## src/rtl/rr_mux32_arbiter.sv

```systemverilog
// Round-robin arbiter sharing one resource among 32 requesters; holds the grant until resp_in, then acks.
// Optional watchdog enabled by defining ARB_TIMEOUT_EN (TIMEOUT_CYCLES busy cycles without a response).
module rr_mux32_arbiter #(
  parameter int NUM_REQ        = 32,
  parameter int SEL_WIDTH      = 5,
  parameter int TIMEOUT_CYCLES = 255
) (
  input  logic                 clk,
  input  logic                 rst,
  input  logic [NUM_REQ-1:0]   req_in,
  input  logic                 resp_in,
  output logic [SEL_WIDTH-1:0] sel_out,
  output logic                 valid_out,
  output logic [NUM_REQ-1:0]   ack_out,
  output logic                 busy_out,
  output logic                 timeout_out
);

  typedef enum logic [1:0] {
    IDLE = 2'd0,
    BUSY = 2'd1,
    DONE = 2'd2
  } state_t;

  state_t               state_r, state_nxt;
  logic [SEL_WIDTH-1:0] ptr_r, ptr_nxt;
  logic [SEL_WIDTH-1:0] sel_r, sel_nxt;
  logic                 valid_r, valid_nxt;
  logic                 busy_r, busy_nxt;
  logic [NUM_REQ-1:0]   ack_r, ack_nxt;
  logic                 timeout_r, timeout_nxt;
  logic                 found_s;
  logic [SEL_WIDTH-1:0] win_s;
  logic                 timeout_hit_s;

  function automatic logic [NUM_REQ-1:0] onehot(input logic [SEL_WIDTH-1:0] idx);
    onehot = {{(NUM_REQ-1){1'b0}}, 1'b1} << idx;
  endfunction

  // Rotating priority scan: first set request at or above ptr, wrapping modulo NUM_REQ.
  always_comb begin
    logic [SEL_WIDTH-1:0] idx_v;
    found_s = 1'b0;
    win_s   = ptr_r;
    idx_v   = ptr_r;
    for (int i = 0; i < NUM_REQ; i++) begin
      idx_v = ptr_r + SEL_WIDTH'(i);
      if (!found_s && req_in[idx_v]) begin
        found_s = 1'b1;
        win_s   = idx_v;
      end
    end
  end

`ifdef ARB_TIMEOUT_EN
  localparam int WD_W = $clog2(TIMEOUT_CYCLES + 1);
  localparam logic [WD_W-1:0] WD_LAST = WD_W'(TIMEOUT_CYCLES - 1);

  logic [WD_W-1:0] wd_r;

  // Watchdog: zero outside BUSY, counts BUSY cycles that end without a response.
  always_ff @(posedge clk or posedge rst) begin
    if (rst) begin
      wd_r <= '0;
    end else if (state_r != BUSY) begin
      wd_r <= '0;
    end else if (!resp_in) begin
      wd_r <= wd_r + WD_W'(1);
    end
  end

  assign timeout_hit_s = (wd_r == WD_LAST);
`else
  assign timeout_hit_s = 1'b0;
`endif

  // Next-state and next-output logic; all outputs are taken from registers.
  always_comb begin
    state_nxt   = state_r;
    ptr_nxt     = ptr_r;
    sel_nxt     = sel_r;
    valid_nxt   = 1'b0;
    busy_nxt    = 1'b0;
    ack_nxt     = '0;
    timeout_nxt = 1'b0;
    case (state_r)
      IDLE: begin
        if (found_s) begin
          sel_nxt   = win_s;
          state_nxt = BUSY;
          valid_nxt = 1'b1;
          busy_nxt  = 1'b1;
        end else begin
          state_nxt = IDLE;
        end
      end
      BUSY: begin
        // Completion beats both a same-cycle abort and a same-cycle watchdog expiry.
        if (resp_in) begin
          state_nxt = DONE;
          ack_nxt   = onehot(sel_r);
        end else if (!req_in[sel_r]) begin
          state_nxt = IDLE;
        end else if (timeout_hit_s) begin
          state_nxt   = IDLE;
          timeout_nxt = 1'b1;
          ptr_nxt     = sel_r + SEL_WIDTH'(1);
        end else begin
          valid_nxt = 1'b1;
          busy_nxt  = 1'b1;
        end
      end
      DONE: begin
        ptr_nxt   = sel_r + SEL_WIDTH'(1);
        state_nxt = IDLE;
      end
      default: begin
        state_nxt = IDLE;
      end
    endcase
  end

  // State, pointer and output registers.
  always_ff @(posedge clk or posedge rst) begin
    if (rst) begin
      state_r   <= IDLE;
      ptr_r     <= '0;
      sel_r     <= '0;
      valid_r   <= 1'b0;
      busy_r    <= 1'b0;
      ack_r     <= '0;
      timeout_r <= 1'b0;
    end else begin
      state_r   <= state_nxt;
      ptr_r     <= ptr_nxt;
      sel_r     <= sel_nxt;
      valid_r   <= valid_nxt;
      busy_r    <= busy_nxt;
      ack_r     <= ack_nxt;
      timeout_r <= timeout_nxt;
    end
  end

  assign sel_out     = sel_r;
  assign valid_out   = valid_r;
  assign busy_out    = busy_r;
  assign ack_out     = ack_r;
  assign timeout_out = timeout_r;

endmodule

```

## config.mk

```make
export PLATFORM = sky130hd
export DESIGN_NAME = rr_mux32_arbiter
export DESIGN_NICKNAME = d
export VERILOG_FILES = /design/src/rtl/rr_mux32_arbiter.sv
export SDC_FILE = /design/constraint.sdc
export NUM_CORES = 1
export LEC_CHECK = 0
export ABC_AREA = 1
export BUFFER_PORTS_ARGS = -buffer_cell sky130_fd_sc_hd__buf_2
export CAP_MARGIN = 10
export CORE_MARGIN = 1
export CORE_UTILIZATION = 28
export DETAILED_ROUTE_END_ITERATION = 12
export HOLD_SLACK_MARGIN = 0.06
export MAX_ROUTING_LAYER = met4
export SLEW_MARGIN = 10
export SYNTH_ARGS = -nofsm -noshare
export SYNTH_HDL_FRONTEND = slang
export SYNTH_SLANG_ARGS = --single-unit
```

## constraint.sdc

```tcl
create_clock -name clk -period 11.88 [get_ports clk]
set_input_delay 1.188 -clock clk [delete_from_list [all_inputs] [get_ports clk]]
set_output_delay 1.188 -clock clk [all_outputs]
set_load 0.005 [all_outputs]
```

**Word level (Yosys, flattened, before mapping)**

Cells that the tools add are included.

- Flip-flop bits (word level): 45
- Bits of input ports: 35
- Output and inout port bits: 40

- Add/subtract/negate cells: 32
- Magnitude comparators: 33
- Eq/ne operators: 3
- Shift operators: 1
- Multiplexer cells: 139
- Reductions and logical operators: 64

Operators with widths:

| cell | number |
|---|---|
| $lt A5 B6 Y1 const B | 33 |
| $bmux W1 S5 | 33 |
| $mux W5 | 31 |
| $add A5 B5 Y5 const B | 16 |
| $mux W1 | 69 |
| $mux W32 | 2 |
| $add A5 B4 Y5 const B | 8 |
| $shl A1 B5 Y32 const A | 1 |
| $logic_and A1 B1 Y1 | 31 |
| $logic_not A1 Y1 | 31 |
| $add A5 B3 Y5 const B | 4 |
| $add A5 B1 Y5 const B | 2 |
| $add A5 B2 Y5 const B | 2 |
| $mux W2 | 2 |
| $pmux W2 S2 | 1 |
| $ne A3 B3 Y1 const B | 1 |
| $eq A2 B1 Y1 const B | 1 |
| $eq A2 B2 Y1 const B | 1 |
| $logic_not A2 Y1 | 1 |
| $pmux W1 S2 | 1 |
| $reduce_and A2 Y1 | 1 |

**Depth between registers and ports, before layout**

Gate-level depths: netlist of run 1.

- Depth in word-level cells: 98
- Gate-level depth with buffers: 57

**Least setup slack after synthesis of run 1**

No wires, ideal clock.

- Path type: register to register
- Start: register ptr_r[1]
- End: register sel_r[1], in the netlist sel_out[1]
- Library setup time: 117 ps
- Arrival time: 5,192 ps
- Required time: 11,763 ps
- Setup slack: 6,571 ps
- Cell stages (with the launch flop): 50
- Path buffers: 5
- Path through: dfrtp_1 > inv_2 > buf_2 > clkbuf_1 > ha_1 > buf_2 > inv_2 > buf_4 > nand3_1 > nand3_1 > nand3_1 > nand2_1 > nand2_1 > nand2_2 > nand2_1 > nor2_4 > nand3_2 > nor2_4 > (+14 left out) > nand2_1 > nor2_2 > nand2_2 > nor2_4 > nand2_2 > nor2_4 > nand2_2 > nor2_4 > nand2_2 > nor2_2 > inv_2 > nor3_2 > nor2_1 > nand2_2 > buf_6 > a31oi_1 > nand2_1 > nand2_1

- Word-level cells in the longest chain between the ends: 97

RTL lines:

| item | line | RTL |
|---|---|---|
| start, declared | 26 | `logic [SEL_WIDTH-1:0] ptr_r, ptr_nxt;` |
| start signal, assigned | 135 | `ptr_r <= ptr_nxt;` |
| branches (longest 97 deep; another with $add A5 B1 Y5) | -- |  |
| end signal, assigned | 136 | `sel_r <= sel_nxt;` |
| end, declared | 27 | `logic [SEL_WIDTH-1:0] sel_r, sel_nxt;` |

Several ways; the timed one is not identified. The select of a mux whose other input is x is not followed.
A chain may end at the register's enable or synchronous reset.

**Final worst setup path of run 1**

- Start: register ptr_r[0]
- End: register sel_r[0], in the netlist sel_out[0]

Same word-level chain as after synthesis.

==> tab_implementation.tex, run 1 <==
\begin{tabular}{lr}
\hline
Metric & Value \\
\hline
\multicolumn{2}{l}{\textbf{Run status}} \\
\quad Outcome & finished, final reports clean \\
\multicolumn{2}{l}{\textbf{Clock network}} \\
\quad CTS hold repair buffers & 0 \\
\quad Largest buffer count on any clock path & 2 \\
\quad Clock input transition at the sequential cells of the worst setup and hold paths & $\sim$0.07 ns \\
\quad Maximum level of the CTS H-tree & 2 \\
\quad CTS sink cnt & 45 \\
\quad Clock tree from TritonCTS & done \\
\quad CTS buffer count & 5 \\
\quad Clock latency on the worst-skew pair & 0.29 ns \\
\quad Number of gates resized after CTS & 0 \\
\quad Clock Tree Root & sky130\_fd\_sc\_hd\_\_clkbuf\_16 \\
\quad \# Post-CTS Setup Buffers & 0 \\
\multicolumn{2}{l}{\textbf{Logic synthesis}} \\
\quad Count of mapped cells out of synthesis & 1106 \\
\quad Async SR Flop Fraction & 1.000 \\
\quad Post-synthesis net count & 1159 \\
\quad Sequential-to-total area share from yosys stat & 0.1809 \\
\quad Netlist Area Pre-Place & 6226 sq um \\
\quad Number of register bits inferred by synthesis & 45 \\
\quad Dominant synthesized flop cell & sky130\_fd\_sc\_hd\_\_dfrtp\_1 \\
\quad Count of unique library cells instantiated by Yosys & 39 \\
\quad Fraction of post-synthesis cell area in the top cell type by area & 0.1977 \\
\quad Number of enable-type register cells in the synthesized netlist & 0 \\
\quad Leading area contributor after synthesis & sky130\_fd\_sc\_hd\_\_nand2\_1 \\
\quad Cells taking the most area after synthesis & sky130\_fd\_sc\_hd\_\_nand2\_1, sky130\_fd\_sc\_hd\_\_dfrtp\_1, sky130\_fd\_sc\_hd\_\_nand3\_1, sky130\_fd\_sc\_hd\_\_inv\_1, sky130\_fd\_sc\_hd\_\_o21ai\_0 \\
\quad Number of warnings reported in the yosys synthesis log & 0 \\
\quad Synthesized area per cell & 5.629 sq um \\
\multicolumn{2}{l}{\textbf{STA}} \\
\quad RSZ-0062 raised after global routing & false \\
\quad Max\_slew headroom & 0.2669 \\
\quad Final Max Slew Viols & 0 \\
\quad Setup clock skew after layout & around 0.0055 ns \\
\quad Transition time at the pin with the least slew margin & 1.096 ns \\
\quad Final-layout worst hold slack & 0.5731 ns \\
\quad Max Clk Rate & 150.1 MHz \\
\quad Post-layout minimum cycle time & 6.662 ns \\
\quad Share of the cycle needed by the critical path after routing & 0.5608 \\
\quad Hold violation count in the final report & 0 \\
\quad Sum Neg Setup Slack & 0 ns \\
\quad Number of setup violations in the final report & 0 \\
\multicolumn{2}{l}{\textbf{Finish}} \\
\quad Final-stage net count & 1208 \\
\quad Most frequent cells in the layout & sky130\_fd\_sc\_hd\_\_nand2\_1, sky130\_fd\_sc\_hd\_\_nand3\_1, sky130\_fd\_sc\_hd\_\_inv\_1 \\
\quad Summed area of non-filler cells in the final layout & 6925 sq um \\
\quad Number of inserted filler cells in the final layout & 2499 \\
\quad Sequential cell area & 1126 sq um \\
\quad Layout cell share with drive strength beyond 1 & 0.1298 \\
\quad Total area of multi-input combinational cells & 4315 sq um \\
\quad Area delta synth->final & 11.23\% \\
\quad Number of antenna diodes & 0 \\
\quad Leading cell type in the layout, fill and taps excluded & sky130\_fd\_sc\_hd\_\_nand2\_1 \\
\multicolumn{2}{l}{\textbf{Place}} \\
\quad Routability cong. & a little under 1 \\
\quad Number of buffer cells added on primary ports & 73 \\
\quad Standard cell area after detailed placement & 6773 sq um \\
\quad Detail Placement HPWL & 19370 um \\
\multicolumn{2}{l}{\textbf{Routing}} \\
\quad Antenna violation net count after detailed routing & 0 \\
\quad Post-route DRC & 0 \\
\quad Vias per cell & 5.279 \\
\quad First-pass detailed-route iteration total & 5 \\
\quad Total length of routed wires & 24910 um \\
\quad Routed vias & 7581 \\
\quad Initial drt markers & 719 \\
\quad Mean routed wirelength per cell & 17.35 um \\
\multicolumn{2}{l}{\textbf{Floorplanning}} \\
\quad DIE AREA & 22840 sq um \\
\quad Height of the chip & approximately 150 um \\
\quad Row cnt & 54 \\
\quad Starting density of the core & 0.2853 \\
\quad Die X-Extent & 151.1 um \\
\quad I/O pin total & 75 \\
\quad Std-Cell Core Area & 21820 sq um \\
\multicolumn{2}{l}{\textbf{Global routing}} \\
\quad Remaining global-route overflow & 0 \\
\quad Initial antenna violation count & 0 \\
\quad Global-route wire length before repair & 37680 um \\
\quad Total track usage & 0.2233 \\
\quad Number of global-route vias before repair & between 6000 and 7000 \\
\quad Pin count of the biggest net entering global routing & 46 \\
\multicolumn{2}{l}{\textbf{Worst setup path}} \\
\quad Start point of the critical path & ptr\_r[0] \\
\quad Critical path endpoint category & flop \\
\quad R2R depth & 45 \\
\quad Most frequent cell on the critical path & sky130\_fd\_sc\_hd\_\_nand2\_2 \\
\quad Crit Path Category & reg2reg \\
\quad Worst EP required & 12.06 ns \\
\quad Startpoint type of the worst setup path & flop \\
\quad Standard cell with the maximum stage delay on the critical path & sky130\_fd\_sc\_hd\_\_ha\_1 \\
\quad Worst flop-to-flop path endpoint & sel\_out[0] \\
\quad Data arrival time of the critical path & 6.84 ns \\
\quad Worst setup endpoint & sel\_out[0] \\
\quad Register-to-register setup slack & 5.22 ns \\
\quad Max Fanout on Critical Path & 39 \\
\quad Delay contributed by the slowest stage of the critical path & 0.56 ns \\
\quad Worst r2r src & ptr\_r[0] \\
\multicolumn{2}{l}{\textbf{Run}} \\
\quad Max-cap violations & 0 \\
\multicolumn{2}{l}{\textbf{Hold path}} \\
\quad Worst min path class & reg2reg \\
\hline
\end{tabular}
==> metrics by stage <==
| step | worst slack, ns | std cells | util |
|---|---|---|---|
| after floorplan | 6.571 | 1106 | - |
| after global placement | 5.495 | 1428 | 0.3103 |
| after detailed placement | 5.332 | 1428 | 0.3103 |
| after CTS | 5.331 | 1436 | 0.3173 |
| after global routing | 4.658 | 1436 | 0.3173 |
| final | 5.218 | 1436 | 0.3173 |
==> area by class of cell <==
type,count,share of cell area
clock buffer,6,0.02005
inverter,148,0.08022
clock inverter,2,0.001987
tap,280,0.05059
timing repair buffer,81,0.06143
multi-input combinational,874,0.6231
sequential,45,0.1626
==> layer usage <==
| metal | track usage | vias up | part of all wire |
|---|---|---|---|
| met1 | 0.2951 | 3478 | 0.43 |
| li1 | - | 3667 | - |
| met2 | 0.3472 | 376 | 0.45 |
| met5 | - | - | 0 |
| met4 | 0.07150 | 0 | 0.030 |
| met3 | 0.03494 | 60 | 0.091 |
==> how the worst min path moves through the flow <==
stage | start | cells past startpoint | to
finish | state_r[1] | 1 | state_r[1]
global route | state_r[1] | 1 | state_r[1]
CTS | state_r[1] | 1 | state_r[1]
detailed placement | state_r[1] | 1 | state_r[1]
global placement | state_r[1] | 1 | state_r[1]
floorplan | state_r[1] | 1 | state_r[1]
==> state kept, by name (all words and copies together), names as in the netlist <==
register  cells
ptr_r         5
ack_out      32
sel_out       5
busy_out      1
state_r       2
==> cell families (layout without fill, tap and decap cells) <==
kind of cell	count (synthesis)	after routing	synth area share
xor+xnor	21	21	0.03678
buf+inv	187	237	0.1260
compound gates	166	166	0.1497
flops	45	45	0.1809
simple gates	668	668	0.4699
fa+ha+maj	18	18	0.03617
other cells	1	1	0.0006023
==> worst max-delay path: cells and delay by family, from the launching register on <==
| family | cells | cell delay [ns] |
|---|---|---|
| compound gates | 1 | 0.07 |
| flops | 1 | 0.32 |
| fa+ha+maj | 1 | 0.56 |
| simple gates | 37 | 3.93 |
| xor+xnor | 1 | 0.16 |
| buf+inv | 5 | 1.48 |
==> synthesized netlist by cell type, types with 2 or more instances <==
cell and instances:
sky130_fd_sc_hd__nand2_1 328, sky130_fd_sc_hd__nand3_1 198, sky130_fd_sc_hd__inv_1 133, sky130_fd_sc_hd__nor2_1 94, sky130_fd_sc_hd__o21ai_0 90, sky130_fd_sc_hd__dfrtp_1 45, sky130_fd_sc_hd__a21oi_1 20, sky130_fd_sc_hd__ha_1 18
sky130_fd_sc_hd__a31oi_1 15, sky130_fd_sc_hd__buf_2 15, sky130_fd_sc_hd__inv_2 15, sky130_fd_sc_hd__nand2_2 14, sky130_fd_sc_hd__xor2_1 14, sky130_fd_sc_hd__clkbuf_1 13, sky130_fd_sc_hd__nor2_2 10, sky130_fd_sc_hd__o21ai_1 9
sky130_fd_sc_hd__o22ai_1 9, sky130_fd_sc_hd__nor2_4 8, sky130_fd_sc_hd__o211ai_1 8, sky130_fd_sc_hd__o21a_1 8, sky130_fd_sc_hd__buf_6 6, sky130_fd_sc_hd__xor2_2 6, sky130_fd_sc_hd__buf_4 5, sky130_fd_sc_hd__nand4_1 4
sky130_fd_sc_hd__nor3_1 4, sky130_fd_sc_hd__nand3_2 3, sky130_fd_sc_hd__o221ai_1 2
Power of run 1 is left out: the tool's default activity adds up to more than one toggle a clock period on the data nets, which glitch-free logic cannot reach.
==> run 2: changes to the inputs <==
- ABC_AREA: 1 -> 0
- clock period: 11.88 -> 6.3 ns (I/O delays scaled with it)
==> run 2 against run 1 <==
Sequential cell count stayed put; global-route usage is 0.74 points higher; wire length up 40%; critical endpoint is now sel_out[2].
==> tab_implementation.tex, run 2 <==
\begin{tabular}{lr}
\hline
Metric & Value \\
\hline
\multicolumn{2}{l}{\textbf{STA}} \\
\quad Sum Neg Setup Slack & 0 ns (unchanged) \\
\quad Post-layout minimum cycle time & 5.617 ns (was 6.662 ns) \\
\quad Max Clk Rate & 178.0 MHz (was 150.1 MHz) \\
\quad Transition time at the pin with the least slew margin & 1.212 ns (was 1.096 ns) \\
\quad Setup clock skew after layout & 0.009124 ns (was 0.005459 ns) \\
\quad Final Max Slew Viols & 0 (unchanged) \\
\quad Hold violation count in the final report & 0 (unchanged) \\
\quad Final-layout worst hold slack & 0.5397 ns (was 0.5731 ns) \\
\quad Share of the cycle needed by the critical path after routing & 0.8916 (was 0.5608) \\
\quad Max\_slew headroom & 0.1864 (was 0.2669) \\
\quad Number of setup violations in the final report & 0 (unchanged) \\
\quad RSZ-0062 raised after global routing & false (unchanged) \\
\multicolumn{2}{l}{\textbf{Floorplanning}} \\
\quad Std-Cell Core Area & 29720 sq um (was 21820 sq um) \\
\quad DIE AREA & 31040 sq um (was 22840 sq um) \\
\quad Row cnt & 63 (was 54) \\
\quad Starting density of the core & 0.2859 (was 0.2853) \\
\quad I/O pin total & 75 (unchanged) \\
\quad Height of the chip & 176.2 um (was 151.1 um) \\
\quad Die X-Extent & 176.2 um (was 151.1 um) \\
\multicolumn{2}{l}{\textbf{Clock network}} \\
\quad Number of gates resized after CTS & 0 (unchanged) \\
\quad Clock Tree Root & sky130\_fd\_sc\_hd\_\_clkbuf\_16 (unchanged) \\
\quad Clock latency on the worst-skew pair & 0.30 ns (was 0.29 ns) \\
\quad Maximum level of the CTS H-tree & 2 (unchanged) \\
\quad CTS hold repair buffers & 0 (unchanged) \\
\quad CTS buffer count & 5 (unchanged) \\
\quad Clock tree from TritonCTS & done (unchanged) \\
\quad CTS sink cnt & 45 (unchanged) \\
\quad \# Post-CTS Setup Buffers & 0 (unchanged) \\
\quad Clock input transition at the sequential cells of the worst setup and hold paths & 0.07 ns (about the same) \\
\quad Largest buffer count on any clock path & 2 (unchanged) \\
\multicolumn{2}{l}{\textbf{Worst setup path}} \\
\quad Critical Path, Cell by Cell & buf\_4 > buf\_4 > mux4\_2 > mux4\_2 > mux2\_2 > nor2\_1 > and2\_1 > nand2\_2 > or4\_1 > nor3\_4 > a211oi\_1 > and4\_1 > a21oi\_1 > o21ai\_1 \\
\quad Worst r2r src & ptr\_r[1] (was ptr\_r[0]) \\
\quad Data arrival time of the critical path & 5.79 ns (was 6.84 ns) \\
\quad Register-to-register setup slack & 0.68 ns (was 5.22 ns) \\
\quad Standard cell with the maximum stage delay on the critical path & sky130\_fd\_sc\_hd\_\_or4\_1 (was sky130\_fd\_sc\_hd\_\_ha\_1) \\
\quad Startpoint type of the worst setup path & flop (unchanged) \\
\quad Crit Path Category & reg2reg (unchanged) \\
\quad Worst EP required & 6.47 ns (was 12.06 ns) \\
\quad Start point of the critical path & ptr\_r[1] (was ptr\_r[0]) \\
\quad R2R depth & 14 (was 45) \\
\quad Delay contributed by the slowest stage of the critical path & 0.68 ns (was 0.56 ns) \\
\quad Critical path endpoint category & flop (unchanged) \\
\quad Worst flop-to-flop path endpoint & sel\_out[2] (was sel\_out[0]) \\
\quad Max Fanout on Critical Path & 40 (was 39) \\
\quad Worst setup endpoint & sel\_out[2] (was sel\_out[0]) \\
\multicolumn{2}{l}{\textbf{Routing}} \\
\quad Routed vias & 8826 (was 7581) \\
\quad Initial drt markers & 1027 (was 719) \\
\quad Mean routed wirelength per cell & 24.94 um (was 17.35 um) \\
\quad Antenna violation net count after detailed routing & 0 (unchanged) \\
\quad Post-route DRC & 0 (unchanged) \\
\quad Total length of routed wires & 34920 um (was 24910 um) \\
\quad First-pass detailed-route iteration total & 7 (was 5) \\
\quad Vias per cell & 6.304 (was 5.279) \\
\multicolumn{2}{l}{\textbf{Logic synthesis}} \\
\quad Commonest cells in the synthesized netlist & sky130\_fd\_sc\_hd\_\_nand2\_1, sky130\_fd\_sc\_hd\_\_mux4\_2, sky130\_fd\_sc\_hd\_\_nor2\_1, sky130\_fd\_sc\_hd\_\_mux2i\_1, sky130\_fd\_sc\_hd\_\_dfrtp\_1 (was sky130\_fd\_sc\_hd\_\_nand2\_1, sky130\_fd\_sc\_hd\_\_nand3\_1, sky130\_fd\_sc\_hd\_\_inv\_1, sky130\_fd\_sc\_hd\_\_nor2\_1, sky130\_fd\_sc\_hd\_\_o21ai\_0) \\
\quad Netlist Area Pre-Place & 8496 sq um (was 6226 sq um) \\
\quad Fraction of post-synthesis cell area in the top cell type by area & 0.2412 (was 0.1977) \\
\quad Synthesized area per cell & 9.000 sq um (was 5.629 sq um) \\
\quad Leading area contributor after synthesis & sky130\_fd\_sc\_hd\_\_mux4\_2 (was sky130\_fd\_sc\_hd\_\_nand2\_1) \\
\quad Number of enable-type register cells in the synthesized netlist & 0 (unchanged) \\
\quad Cells taking the most area after synthesis & sky130\_fd\_sc\_hd\_\_mux4\_2, sky130\_fd\_sc\_hd\_\_dfrtp\_1, sky130\_fd\_sc\_hd\_\_mux2i\_1, sky130\_fd\_sc\_hd\_\_mux2\_2, sky130\_fd\_sc\_hd\_\_nand2\_1 (was sky130\_fd\_sc\_hd\_\_nand2\_1, sky130\_fd\_sc\_hd\_\_dfrtp\_1, sky130\_fd\_sc\_hd\_\_nand3\_1, sky130\_fd\_sc\_hd\_\_inv\_1, sky130\_fd\_sc\_hd\_\_o21ai\_0) \\
\quad Number of warnings reported in the yosys synthesis log & 0 (unchanged) \\
\quad Most used standard cell by instance count after synthesis & sky130\_fd\_sc\_hd\_\_nand2\_1 (unchanged) \\
\quad Number of register bits inferred by synthesis & 45 (unchanged) \\
\quad Dominant synthesized flop cell & sky130\_fd\_sc\_hd\_\_dfrtp\_1 (unchanged) \\
\quad Sequential-to-total area share from yosys stat & 0.1325 (was 0.1809) \\
\quad Post-synthesis net count & 997 (was 1159) \\
\quad Count of unique library cells instantiated by Yosys & 78 (was 39) \\
\quad Count of mapped cells out of synthesis & 944 (was 1106) \\
\quad Async SR Flop Fraction & 1.000 (unchanged) \\
\multicolumn{2}{l}{\textbf{Global routing}} \\
\quad Total track usage & 0.2307 (was 0.2233) \\
\quad Initial antenna violation count & 0 (unchanged) \\
\quad Remaining global-route overflow & 0 (unchanged) \\
\quad Global-route wire length before repair & 53260 um (was 37680 um) \\
\quad Pin count of the biggest net entering global routing & 55 (was 46) \\
\quad Number of global-route vias before repair & 8468 (was 6749) \\
\multicolumn{2}{l}{\textbf{Run}} \\
\quad Max-cap violations & 0 (unchanged) \\
\multicolumn{2}{l}{\textbf{Run status}} \\
\quad Outcome & finished, final reports clean (unchanged) \\
\multicolumn{2}{l}{\textbf{Finish}} \\
\quad Total area of multi-input combinational cells & 6942 sq um (was 4315 sq um) \\
\quad Most frequent cells in the layout & sky130\_fd\_sc\_hd\_\_nand2\_1, sky130\_fd\_sc\_hd\_\_mux4\_2, sky130\_fd\_sc\_hd\_\_buf\_2 (was sky130\_fd\_sc\_hd\_\_nand2\_1, sky130\_fd\_sc\_hd\_\_nand3\_1, sky130\_fd\_sc\_hd\_\_inv\_1) \\
\quad Final-stage net count & 1062 (was 1208) \\
\quad Number of inserted filler cells in the final layout & 3105 (was 2499) \\
\quad Leading cell type in the layout, fill and taps excluded & sky130\_fd\_sc\_hd\_\_nand2\_1 (unchanged) \\
\quad Largest register FFs & 32 (unchanged) \\
\quad Sequential cell area & 1131 sq um (was 1126 sq um) \\
\quad Layout cell share with drive strength beyond 1 & 0.2703 (was 0.1298) \\
\quad Number of antenna diodes & 0 (unchanged) \\
\quad Area delta synth->final & 13.28\% (was 11.23\%) \\
\multicolumn{2}{l}{\textbf{Place}} \\
\quad Routability cong. & 1.015 (was 0.9912) \\
\quad Detail Placement HPWL & 27060 um (was 19370 um) \\
\quad Number of buffer cells added on primary ports & 73 (unchanged) \\
\multicolumn{2}{l}{\textbf{Hold path}} \\
\quad Worst min path class & in2reg (was reg2reg) \\
\hline
\end{tabular}
==> run 2: critical path: cells and delay by family (launching register included) <==
family	cells	cell delay [ns]
AO/OA/AOI/OAI	3	0.54
buffers and inverters	2	0.99
flip-flops	1	0.54
multiplexers	3	1.46
AND/OR/NAND/NOR	6	1.92
==> run 2: how the worst min path moves through the flow <==
stage,depth (start not counted),endpoint,startpoint
floorplan,1,busy_out,state_r[1]
global placement,1,state_r[0],state_r[1]
detailed placement,1,busy_out,state_r[1]
CTS,2,busy_out,resp_in
global route,2,busy_out,resp_in
finish,2,state_r[0],resp_in
==> run 2: final cells by class <==
| class | instances | area share |
|---|---|---|
| inverter | 33 | 0.01287 |
| clock inverter | 3 | 0.007150 |
| tap | 390 | 0.05070 |
| sequential | 45 | 0.1175 |
| multi-input combinational | 802 | 0.7213 |
| clock buffer | 5 | 0.01300 |
| timing repair buffer | 122 | 0.07748 |
==> run 2: routing by layer <==
layer  vias up  GRT usage  share of wire
met5         -          -              0
met3        97    0.04220          0.097
met4         0     0.1098          0.052
li1       3825          -              -
met1      4285     0.3041           0.41
met2       619     0.3399           0.44
==> run 2: kinds of logic after synthesis <==
group / count (synthesis) / share of synthesized area
and+or+nand+nor: 336 / 0.2016
muxes: 182 / 0.3554
DFF: 45 / 0.1325
AOI/OAI and AO/OA: 228 / 0.1941
other: 1 / 0.0004414
adders and majority gates: 18 / 0.02651
buffers and inverters: 97 / 0.05125
xor gates and xnor gates: 37 / 0.03814
==> run 2: metrics by stage <==
stage / cells / utilization / area [sq um] / setup WS (ns)
after floorplan: 944 / - / 8496 / 0.7632
final: 1400 / 0.3239 / 9624 / 0.6828
after global placement: 1392 / 0.3173 / 9430 / 0.8130
after detailed placement: 1392 / 0.3173 / 9430 / 0.7707
after global routing: 1400 / 0.3239 / 9624 / 0.3885
after CTS: 1400 / 0.3239 / 9624 / 0.7602
Power of run 2 is left out for the same reason.
==> run 3: changes to the inputs <==
- clock period: 6.3 -> 7.1 ns (I/O delays scaled with it)
==> run 3 against run 2 <==
Via count increased by 0.45%; sequential share of layout area up 0.16 points; first-iteration DRC count shrank 0.29%; non-clock buffer count shrank 12; wire length is 2.7% lower; count of clock-buffer cells in the layout is the same.
==> tab_implementation.tex, run 3 (synthesized netlist as in run 2, its figures left out) <==
\begin{tabular}{lr}
\hline
Metric & Value \\
\hline
\multicolumn{2}{l}{\textbf{Routing}} \\
\quad Initial drt markers & 1024 (was 1027) \\
\quad Routed vias & 8866 (was 8826) \\
\quad Total length of routed wires & 33990 um (was 34920 um) \\
\quad Antenna violation net count after detailed routing & 0 (unchanged) \\
\quad Mean routed wirelength per cell & 24.49 um (was 24.94 um) \\
\quad First-pass detailed-route iteration total & 6 (was 7) \\
\quad Vias per cell & 6.388 (was 6.304) \\
\quad Post-route DRC & 0 (unchanged) \\
\multicolumn{2}{l}{\textbf{Worst setup path}} \\
\quad Crit Path Category & reg2reg (unchanged) \\
\quad Kind of cell with the highest combined delay on the critical path & simple AND/OR/NAND/NOR gates (unchanged) \\
\quad Worst EP required & 7.26 ns (was 6.47 ns) \\
\quad Critical path endpoint category & flop (unchanged) \\
\quad Register-to-register setup slack & 1.14 ns (was 0.68 ns) \\
\quad Count of buffer and inverter cells on the critical path & 2 (unchanged) \\
\quad Data arrival time of the critical path & 6.12 ns (was 5.79 ns) \\
\quad Max Fanout on Critical Path & 25 (was 40) \\
\quad Standard cell with the maximum stage delay on the critical path & sky130\_fd\_sc\_hd\_\_ha\_1 (was sky130\_fd\_sc\_hd\_\_or4\_1) \\
\quad Startpoint type of the worst setup path & flop (unchanged) \\
\quad Delay contributed by the slowest stage of the critical path & 0.91 ns (was 0.68 ns) \\
\quad Critical Path, Cell by Cell & inv\_1 > ha\_1 > mux2\_2 > mux2\_2 > mux4\_2 > mux2i\_4 > inv\_1 > or4\_4 > or4\_1 > nor3\_4 > a211oi\_1 > and4\_1 > a21oi\_1 > o21ai\_1 (was buf\_4 > buf\_4 > mux4\_2 > mux4\_2 > mux2\_2 > nor2\_1 > and2\_1 > nand2\_2 > or4\_1 > nor3\_4 > a211oi\_1 > and4\_1 > a21oi\_1 > o21ai\_1) \\
\multicolumn{2}{l}{\textbf{STA}} \\
\quad Final Max Slew Viols & 0 (unchanged) \\
\quad Post-layout minimum cycle time & 5.957 ns (was 5.617 ns) \\
\quad Max\_slew headroom & 0.2507 (was 0.1864) \\
\quad Setup clock skew after layout & 0.01085 ns (was 0.009124 ns) \\
\quad Number of setup violations in the final report & 0 (unchanged) \\
\quad RSZ-0062 raised after global routing & false (unchanged) \\
\quad Sum Neg Setup Slack & 0 ns (unchanged) \\
\quad Transition time at the pin with the least slew margin & 1.096 ns (was 1.212 ns) \\
\quad Max Clk Rate & 167.9 MHz (was 178.0 MHz) \\
\quad Hold violation count in the final report & 0 (unchanged) \\
\quad Share of the cycle needed by the critical path after routing & 0.8390 (was 0.8916) \\
\multicolumn{2}{l}{\textbf{Global routing}} \\
\quad Global-route wire length before repair & 51460 um (was 53260 um) \\
\quad Total track usage & 0.2224 (was 0.2307) \\
\quad Number of global-route vias before repair & 8254 (was 8468) \\
\quad Initial antenna violation count & 0 (unchanged) \\
\quad Remaining global-route overflow & 0 (unchanged) \\
\quad Pin count of the biggest net entering global routing & 66 (was 55) \\
\multicolumn{2}{l}{\textbf{Finish}} \\
\quad Leading cell type in the layout, fill and taps excluded & sky130\_fd\_sc\_hd\_\_nand2\_1 (unchanged) \\
\quad Largest register FFs & 32 (unchanged) \\
\quad Sequential cell area & 1131 sq um (unchanged) \\
\quad Layout cell share with drive strength beyond 1 & 0.2615 (was 0.2703) \\
\quad Number of inserted filler cells in the final layout & 3093 (was 3105) \\
\quad Final-stage net count & 1050 (was 1062) \\
\quad Number of antenna diodes & 0 (unchanged) \\
\quad Total area of multi-input combinational cells & 6942 sq um (unchanged) \\
\quad Area delta synth->final & 11.78\% (was 13.28\%) \\
\quad Most frequent cells in the layout & sky130\_fd\_sc\_hd\_\_nand2\_1, sky130\_fd\_sc\_hd\_\_mux4\_2, sky130\_fd\_sc\_hd\_\_buf\_2 (unchanged) \\
\multicolumn{2}{l}{\textbf{Place}} \\
\quad Detail Placement HPWL & 25780 um (was 27060 um) \\
\quad Number of buffer cells added on primary ports & 73 (unchanged) \\
\quad Routability cong. & 1.026 (was 1.015) \\
\multicolumn{2}{l}{\textbf{Floorplanning}} \\
\quad Die X-Extent & 176.2 um (unchanged) \\
\quad Row cnt & 63 (unchanged) \\
\quad Std-Cell Core Area & 29720 sq um (unchanged) \\
\quad Height of the chip & 176.2 um (unchanged) \\
\quad Starting density of the core & 0.2859 (unchanged) \\
\quad I/O pin total & 75 (unchanged) \\
\quad DIE AREA & 31040 sq um (unchanged) \\
\multicolumn{2}{l}{\textbf{Clock network}} \\
\quad CTS hold repair buffers & 0 (unchanged) \\
\quad CTS buffer count & 5 (unchanged) \\
\quad Clock input transition at the sequential cells of the worst setup and hold paths & 0.08 ns (was 0.07 ns) \\
\quad \# Post-CTS Setup Buffers & 0 (unchanged) \\
\quad Clock tree from TritonCTS & done (unchanged) \\
\quad Maximum level of the CTS H-tree & 2 (unchanged) \\
\quad Clock latency on the worst-skew pair & 0.29 ns (was 0.30 ns) \\
\quad CTS sink cnt & 45 (unchanged) \\
\quad Clock Tree Root & sky130\_fd\_sc\_hd\_\_clkbuf\_16 (unchanged) \\
\quad Number of gates resized after CTS & 0 (unchanged) \\
\quad Largest buffer count on any clock path & 2 (unchanged) \\
\multicolumn{2}{l}{\textbf{Hold path}} \\
\quad Worst min path class & reg2reg (was in2reg) \\
\multicolumn{2}{l}{\textbf{Run status}} \\
\quad Outcome & finished, final reports clean (unchanged) \\
\multicolumn{2}{l}{\textbf{Run}} \\
\quad Max-cap violations & 0 (unchanged) \\
\hline
\end{tabular}
## run 3: worst paths after layout
check	endpoint	from	depth (start not counted)
min in group asynchronous	ack_out[27]	rst	2
min reg2reg	state_r[0]	state_r[1]	1
max in group asynchronous	ptr_r[1]	rst	2
max	sel_out[2]	ptr_r[1]	14
min	state_r[0]	state_r[1]	1
max reg2reg	sel_out[2]	ptr_r[1]	14
## run 3: final cells by class
| class | instances | area share |
|---|---|---|
| inverters | 33 | 0.01304 |
| clock buffers | 5 | 0.01318 |
| flip-flops and latches | 45 | 0.1191 |
| repair buffers | 110 | 0.06772 |
| clock inverters | 3 | 0.004611 |
| well taps | 390 | 0.05138 |
| multi-input cells | 802 | 0.7310 |
## run 3: metrics by stage
step	cells	hold slack [ns]	utilization	area, sq um	setup slack, ns
detailed placement	1380	0.5184	0.3139	9328	1.372
finish	1388	0.5421	0.3196	9497	1.143
global route	1388	0.5660	0.3196	9497	0.8681
global placement	1380	0.5271	0.3139	9328	1.323
CTS	1388	0.5363	0.3196	9497	1.349
floorplan	944	0.5012	-	8496	1.563
## run 3: layer usage
metal,vias to the layer above,global-route usage,wire length [um]
met4,0,0.1159,2022
met1,4329,0.2957,13870
met3,137,0.03639,3264
met5,-,-,0
met2,586,0.3232,14830
li1,3814,-,-
Power of run 3 is left out for the same reason.
